<file path="src/rtl/voice_flap_detector_pkg.sv">
// ---------------------------------------------------------------------------
// voice_pkg
//   Shared definitions for the voice flap detector and the flap-timing counter.
//   - DEFAULT_DATA_W / DEFAULT_WIN_LOG2 : default sample width and window size
//   - vfd_state_t                       : detector FSM states
//   - abs_sat()                         : saturating magnitude of a signed sample
// ---------------------------------------------------------------------------
package voice_pkg;

  localparam int DEFAULT_DATA_W   = 24;
  localparam int DEFAULT_WIN_LOG2 = 5;

  // abs_sat works on a wide carrier so one function serves every sample width.
  localparam int ABS_W = 64;

  typedef enum logic [1:0] {IDLE, ACTIVE, HOLDOFF} vfd_state_t;

  // |s| for a sample of width w, sign-extended to ABS_W bits by the caller.
  // The most negative value -2^(w-1) has no positive counterpart in w-1 bits,
  // so it saturates to 2^(w-1)-1.
  function automatic logic [ABS_W-1:0] abs_sat(input logic signed [ABS_W-1:0] s,
                                               input int unsigned             w);
    logic signed [ABS_W-1:0] most_neg;
    most_neg = {ABS_W{1'b1}} << (w - 1);
    if (s == most_neg) return ~most_neg;
    if (s < 0)         return -s;
    return s;
  endfunction

endpackage

</file>
<file path="src/rtl/voice_flap_detector_if.sv">
// ---------------------------------------------------------------------------
// voice_flap_detector_if
//   Sample stream, thresholds and detector results.
//   master : codec/control side (drives samples and thresholds)
//   slave  : voice_flap_detector
// ---------------------------------------------------------------------------
interface voice_flap_detector_if
  import voice_pkg::*;
#(
  parameter int DATA_W   = DEFAULT_DATA_W,
  parameter int WIN_LOG2 = DEFAULT_WIN_LOG2,
  parameter int EN_W     = DATA_W - 1 + WIN_LOG2
);
  logic                     sample_valid;
  logic signed [DATA_W-1:0] sample;
  logic [EN_W-1:0]          thresh_on;
  logic [EN_W-1:0]          thresh_off;
  logic [EN_W-1:0]          energy;
  logic                     energy_valid;
  logic                     voice_active;
  logic                     flap;

  modport master (
    output sample_valid, sample, thresh_on, thresh_off,
    input  energy, energy_valid, voice_active, flap
  );

  modport slave (
    input  sample_valid, sample, thresh_on, thresh_off,
    output energy, energy_valid, voice_active, flap
  );
endinterface

</file>
<file path="src/rtl/voice_flap_detector_window_energy.sv">
// ---------------------------------------------------------------------------
// window_energy
//   Sums |sample| over windows of 2^WIN_LOG2 accepted samples.
//   clk, reset         : clock, synchronous active-high reset
//   sample_valid/sample: sample accepted on every edge where sample_valid=1
//   energy             : sum of the last completed window
//   energy_valid       : one-cycle pulse when energy updates
// ---------------------------------------------------------------------------
module window_energy
  import voice_pkg::*;
#(
  parameter int DATA_W   = DEFAULT_DATA_W,
  parameter int WIN_LOG2 = DEFAULT_WIN_LOG2,
  parameter int EN_W     = DATA_W - 1 + WIN_LOG2
) (
  input  logic                     clk,
  input  logic                     reset,
  input  logic                     sample_valid,
  input  logic signed [DATA_W-1:0] sample,
  output logic [EN_W-1:0]          energy,
  output logic                     energy_valid
);

  logic [DATA_W-2:0]   mag;
  logic [EN_W-1:0]     acc;
  logic [EN_W-1:0]     acc_next;
  logic [WIN_LOG2-1:0] cnt;

  assign mag      = (DATA_W-1)'(abs_sat(ABS_W'(sample), DATA_W));
  assign acc_next = acc + EN_W'(mag);

  // NOTE: sequential state is written with <= only, so every register in this
  // block sees the pre-edge values of the others regardless of statement order.
  always_ff @(posedge clk) begin
    if (reset) begin
      acc          <= '0;
      cnt          <= '0;
      energy       <= '0;
      energy_valid <= 1'b0;
    end else begin
      energy_valid <= 1'b0;
      if (sample_valid) begin
        // Last sample of the window: publish the total and start a fresh one.
        if (&cnt) begin
          energy       <= acc_next;
          energy_valid <= 1'b1;
          acc          <= '0;
        end else begin
          acc <= acc_next;
        end
        cnt <= cnt + 1'b1;  // wraps to 0 after the last sample
      end
    end
  end

endmodule

</file>
<file path="src/rtl/voice_flap_detector.sv">
// ---------------------------------------------------------------------------
// voice_flap_detector
//   Window energy followed by an IDLE/ACTIVE/HOLDOFF hysteresis FSM.
//   clk, reset : clock, synchronous active-high reset
//   bus        : sample stream and thresholds in; energy, energy_valid,
//                voice_active (level) and flap (1-cycle pulse) out
// ---------------------------------------------------------------------------
module voice_flap_detector
  import voice_pkg::*;
#(
  parameter int DATA_W      = DEFAULT_DATA_W,
  parameter int WIN_LOG2    = DEFAULT_WIN_LOG2,
  parameter int HOLDOFF_WIN = 4,
  parameter int EN_W        = DATA_W - 1 + WIN_LOG2
) (
  input logic                  clk,
  input logic                  reset,
  voice_flap_detector_if.slave bus
);

  localparam int HC_W = $clog2(HOLDOFF_WIN + 1);

  logic [EN_W-1:0] energy;
  logic            energy_valid;
  vfd_state_t      state;
  logic [HC_W-1:0] hold_cnt;
  logic            voice_active_q;
  logic            flap_q;

  window_energy #(
    .DATA_W   (DATA_W),
    .WIN_LOG2 (WIN_LOG2),
    .EN_W     (EN_W)
  ) u_window_energy (
    .clk          (clk),
    .reset        (reset),
    .sample_valid (bus.sample_valid),
    .sample       (bus.sample),
    .energy       (energy),
    .energy_valid (energy_valid)
  );

  // The FSM only moves when a window completes; between windows it holds.
  always_ff @(posedge clk) begin
    if (reset) begin
      state          <= IDLE;
      hold_cnt       <= '0;
      voice_active_q <= 1'b0;
      flap_q         <= 1'b0;
    end else begin
      flap_q <= 1'b0;
      if (energy_valid) begin
        case (state)
          IDLE: begin
            if (energy >= bus.thresh_on) begin
              state          <= ACTIVE;
              voice_active_q <= 1'b1;
              flap_q         <= 1'b1;
            end
          end
          ACTIVE: begin
            if (energy < bus.thresh_off) begin
              state          <= HOLDOFF;
              voice_active_q <= 1'b0;
              hold_cnt       <= HC_W'(HOLDOFF_WIN);
            end
          end
          HOLDOFF: begin
            // Energy is ignored here so loud windows cannot retrigger a flap.
            if (hold_cnt == HC_W'(1)) state <= IDLE;
            hold_cnt <= hold_cnt - 1'b1;
          end
          default: begin
            state          <= IDLE;
            voice_active_q <= 1'b0;
          end
        endcase
      end
    end
  end

  assign bus.energy       = energy;
  assign bus.energy_valid = energy_valid;
  assign bus.voice_active = voice_active_q;
  assign bus.flap         = flap_q;

endmodule

</file>
<file path="src/flat_wrapper.sv">
// flat-port wrapper written by rule: the top's interface ports become plain ports
module voice_flap_detector_flat import voice_pkg::*;
#(
  parameter int DATA_W      = DEFAULT_DATA_W,
  parameter int WIN_LOG2    = DEFAULT_WIN_LOG2,
  parameter int HOLDOFF_WIN = 4,
  parameter int EN_W        = DATA_W - 1 + WIN_LOG2
)
  (clk, reset, bus_sample_valid, bus_sample, bus_thresh_on, bus_thresh_off, bus_energy, bus_energy_valid, bus_voice_active, bus_flap);
  voice_flap_detector_if #(.DATA_W(DATA_W), .WIN_LOG2(WIN_LOG2), .EN_W(EN_W)) bus_i ();
  input logic clk;
  input logic reset;
  input wire logic [$bits(bus_i.sample_valid)-1:0] bus_sample_valid;
  input wire logic [$bits(bus_i.sample)-1:0] bus_sample;
  input wire logic [$bits(bus_i.thresh_on)-1:0] bus_thresh_on;
  input wire logic [$bits(bus_i.thresh_off)-1:0] bus_thresh_off;
  output wire logic [$bits(bus_i.energy)-1:0] bus_energy;
  output wire logic [$bits(bus_i.energy_valid)-1:0] bus_energy_valid;
  output wire logic [$bits(bus_i.voice_active)-1:0] bus_voice_active;
  output wire logic [$bits(bus_i.flap)-1:0] bus_flap;
  assign bus_i.sample_valid = bus_sample_valid;
  assign bus_i.sample = bus_sample;
  assign bus_i.thresh_on = bus_thresh_on;
  assign bus_i.thresh_off = bus_thresh_off;
  assign bus_energy = bus_i.energy;
  assign bus_energy_valid = bus_i.energy_valid;
  assign bus_voice_active = bus_i.voice_active;
  assign bus_flap = bus_i.flap;
  voice_flap_detector #(.DATA_W(DATA_W), .WIN_LOG2(WIN_LOG2), .HOLDOFF_WIN(HOLDOFF_WIN), .EN_W(EN_W)) u_core (.clk(clk), .reset(reset), .bus(bus_i));
endmodule
</file>
<file path="config.mk">
export PLATFORM = sky130hd
export DESIGN_NAME = voice_flap_detector_flat
export DESIGN_NICKNAME = d
export VERILOG_FILES = /design/src/rtl/voice_flap_detector_pkg.sv /design/src/rtl/voice_flap_detector_if.sv /design/src/rtl/voice_flap_detector_window_energy.sv /design/src/rtl/voice_flap_detector.sv /design/src/flat_wrapper.sv
export SDC_FILE = /design/constraint.sdc
export NUM_CORES = 1
export LEC_CHECK = 0
export BUFFER_PORTS_ARGS = -buffer_cell sky130_fd_sc_hd__buf_4
export CORE_MARGIN = 4
export CORE_UTILIZATION = 49
export CTS_BUF_LIST = sky130_fd_sc_hd__clkbuf_16
export CTS_CLUSTER_SIZE = 40
export DETAILED_ROUTE_END_ITERATION = 10
export GPL_ROUTABILITY_DRIVEN = 0
export PLACE_DENSITY_LB_ADDON = 0.1
export REMOVE_ABC_BUFFERS = 1
export SYNTH_ARGS = -nofsm -noshare
export SYNTH_HDL_FRONTEND = slang
export SYNTH_SLANG_ARGS = --single-unit
</file>
<file path="constraint.sdc">
create_clock -name clk -period 7.4 [get_ports clk]
set_input_delay 0.74 -clock clk [delete_from_list [all_inputs] [get_ports clk]]
set_output_delay 0.74 -clock clk [all_outputs]
set_load 0.01 [all_outputs]
</file>
==> summary.txt <==
Status
  • Run status: completed

Worst setup path
  • FF-to-FF End: u_core.u_window_energy.energy[20]
  • R2R depth: 11
  • Critical Path AT: just over 6 ns
  • Most frequent CP cell: o21ai_0
  • Cell family with most CP delay: simple AND/OR/NAND/NOR gates
  • Crit-path slowest cell: a2111oi_0
  • CP startpoint kind: input pin
  • CP bufs+invs: 2
  • Worst setup EP type: flip-flop
  • Crit Path Class: in2reg
  • RR Startpoint: u_core.u_window_energy.acc[0]
  • CP max stage delay: roughly 0.90 ns
  • Crit path cell chain: buf_4, or4_4, nor4_4, nand3_2, or3_4, or3_1, or3b_4, nand2_1, ha_1, inv_1, fa_1, nor2b_1, o21a_1, o21ai_0, a2111oi_0, o21ai_0, a21oi_1, nor4b_1, a211o_1
  • R2r setup slk: ~4.0 ns
  • CP Max Fanout: 22
  • CP required: approximately 7.6 ns

STA
  • Final Hold Vio Count: 0
  • Min cycle time layout: between 5 and 6 ns
  • Setup TNS: 0 ns
  • Relative slew slack: 30.8%
  • Crit share post-route: between 70% and 80%
  • FMAX: 0.169 GHz
  • Clk_skew: about 0.0042 ns
  • Slew Viols, Final: 0
  • # setup viols final: 0
  • Unrepaired setup endpoints after global routing: no
  • Tightest Pin Transition: 1.01 ns

Drt
  • Pre-antenna DRT Iters: 5
  • Routed len/inst: 15.1 um
  • Total wire length: around 16000 um
  • Post-DRT Antenna Nets: 0
  • Vias/cell: 5.56
  • # DRC: 0
  • DR vias: 5829
  • DR iter-0 viols: 317

Global route
  • Largest net degree at the start of global routing: between 80 and 90
  • Initial antenna violation count: 0
  • Vias in the first global route: between 5000 and 6000
  • Grt ovf: 0
  • First-pass GRT wire length: between 20000 and 30000 um
  • GRT Total Usage: a little over a fifth

Power and ir drop
  • Pleak: ~3.7 nW
  • P_int: slightly below 0.0009 W
  • Switch Pwr: about 0.00042 W
  • Reg power frac: 32.3%
  • Overall power: ~0.0013 W
  • Peak VDD IR: 115 uV
  • Clock network power share: 33.7%
  • Switch share: 32.2%
  • Comb pwr share: roughly a third
  • P per Cell Area: about 180 mW/mm^2

Synth
  • Sequential element share of the synthesized area: ~23%
  • Count of different cell masters after synthesis: 60
  • Synthesized area per cell: 7.77 um^2
  • Mapped Area: between 0.006 and 0.007 mm^2
  • Fraction of registers with async set/reset: 0%
  • Seq cells post-synth: just under 70
  • Post-synth EDFFs: 0
  • Syn Inst Count: about 790
  • Yosys warnings: 0
  • Post-synth top flop: dfxtp_1

Clock tree
  • Clock Path Buffers: 2
  • Clock sink count: a little under 70
  • H-tree levels: 3
  • CTS root buffer: clkbuf_16
  • Post_cts resized: 0
  • Clk_lat worst skew: 0.33 ns
  • CTS tree: done
  • Reg clk slew, reported paths: 0.05 ns
  • Post-CTS Setup Repair Bufs: 0
  • Num CTS Buffers: 9
  • CTS Hold Buffers Added: 0

Die
  • Die X: ~120 um
  • Num rows: 40
  • Initial Util: just over 50%
  • Core area: about 0.012 mm^2
  • DIE HEIGHT: between 100 and 150 um
  • Ports: ~110
  • Die area: around 0.014 mm^2

Finish
  • Post-route core utilization: around three fifths
  • Most frequent cells in the layout: 116 x buf_4, 86 x ha_1, 74 x nand2_1, 74 x inv_1, 69 x dfxtp_1
  • Final instance area: ~0.0073 mm^2
  • Layout cell share with drive strength beyond 1: approximately 16%
  • N_diodes: 0
  • Most common cell after layout, fill and taps aside: buf_4
  • Nets: 1048
  • Syn-to-layout area delta: 20.0%

Min path
  • Hold crit path type: reg2reg
  • Cells on Worst Hold Path: 2
  • Min-Delay Endpoint: u_core.u_window_energy.acc[0]
  • HP Start: u_core.u_window_energy.acc[0]

Placement
  • Post-DP Area: 0.00705 mm^2
  • Dpl hpwl: 12500 um
  • Port bufs: 113

Flow run
  • Max Cap Violations: 0
## worst reg2reg max path, stage by stage (launching register included)
cell and delay, ns:
dfxtp_1 0.33, ha_1 0.19, inv_1 0.06, fa_1 0.41, nor2b_1 0.13, o21a_1 0.13, o21ai_0 0.12, a2111oi_0 0.90
o21ai_0 0.24, a21oi_1 0.35, nor4b_1 0.09, a211o_1 0.29
## metrics by stage
step	worst slack [ns]	hold slack (ns)	cells
finish	1.49	0.475	1048
global route	1.10	0.493	1048
CTS	1.52	0.478	1048
detailed placement	1.17	0.468	1035
global placement	1.31	0.471	1035
floorplan	2.02	0.443	751
## state kept, by name, summed over array words and instances, names as in the netlist
signal                               count
u_core.u_window_energy.energy_valid      1
u_core.u_window_energy.acc              28
u_core.hold_cnt                          3
u_core.u_window_energy.energy           28
u_core.bus.flap                          1
u_core.state                             2
u_core.u_window_energy.cnt               5
u_core.bus.voice_active                  1
## power by group through the flow
| stage | logic, W | clock network (W) | registers, W |
|---|---|---|---|
| after floorplan | 0.000312 | 0 | 0.000419 |
| after global placement | 0.000424 | 0 | 0.000426 |
| after detailed placement | 0.000436 | 0 | 0.000426 |
| after CTS | 0.000438 | 0.000443 | 0.000419 |
| after global routing | 0.000496 | 0.000457 | 0.000422 |
| final | 0.000441 | 0.000438 | 0.000420 |
## cells by family (layout without fill, tap and decap cells)
family | Yosys count | count (layout) | share of synthesized area, %
mux | 12 | 12 | 2.02
xor+xnor | 41 | 41 | 5.87
fa+ha+maj | 87 | 87 | 17.9
buf+inv | 109 | 202 | 6.99
flops | 69 | 69 | 22.6
compound gates | 201 | 201 | 21.4
simple gates | 268 | 268 | 23.3
## layer usage
metal / wire length, um / global-route usage (%) / up-vias
met2: 6940 / 34.5 / 163
met1: 7850 / 31.2 / 2683
met3: 899 / 3.53 / 10
met4: 128 / 4.44 / 0
li1: - / - / 2973
met5: 0 / 0 / -
## cell usage after synthesis, types with 5 or more instances
cell | count | area [um^2]
a21o_1 | 36 | 270
o211ai_1 | 8 | 60.1
a21oi_1 | 56 | 280
a211o_1 | 5 | 43.8
dfxtp_1 | 69 | 1380
xnor2_1 | 19 | 166
clkbuf_1 | 30 | 113
or3_1 | 11 | 68.8
a211oi_1 | 10 | 75.1
o21ai_0 | 38 | 190
xor2_1 | 22 | 193
ha_1 | 86 | 1080
nor3b_1 | 5 | 37.5
nor4b_1 | 5 | 43.8
nand2_1 | 74 | 278
nand2b_1 | 15 | 93.8
nand3_1 | 10 | 50.1
o31ai_1 | 6 | 45.0
nand3b_1 | 12 | 90.1
nor2b_1 | 28 | 175
nor2_1 | 51 | 191
mux2i_1 | 9 | 90.1
nor4_1 | 6 | 37.5
nand4_1 | 15 | 93.8
o21a_1 | 6 | 45.0
nor3_1 | 15 | 75.1
inv_1 | 73 | 274
## worst max-delay path by stage
stage	startpoint	end	cells past startpoint
2_1_floorplan	bus_sample[6]	u_core.u_window_energy.energy[20]	18
3_3_place_gp	bus_sample[6]	u_core.u_window_energy.energy[20]	19
3_5_place_dp	bus_sample[6]	u_core.u_window_energy.energy[20]	19
4_1_cts	bus_sample[6]	u_core.u_window_energy.energy[20]	19
5_1_grt	bus_sample[6]	u_core.u_window_energy.energy[20]	19
6_report	bus_sample[6]	u_core.u_window_energy.energy[20]	19
## final cells by class
class	instances	area, um^2
clock inverter	4	67.6
inverter	73	274
fill	1123	4770
clock buffer	9	225
timing repair buffer	116	871
multi-input combinational	609	4310
tap	168	210
sequential	69	1380
Note: power is estimated with default switching activity, not from simulation.
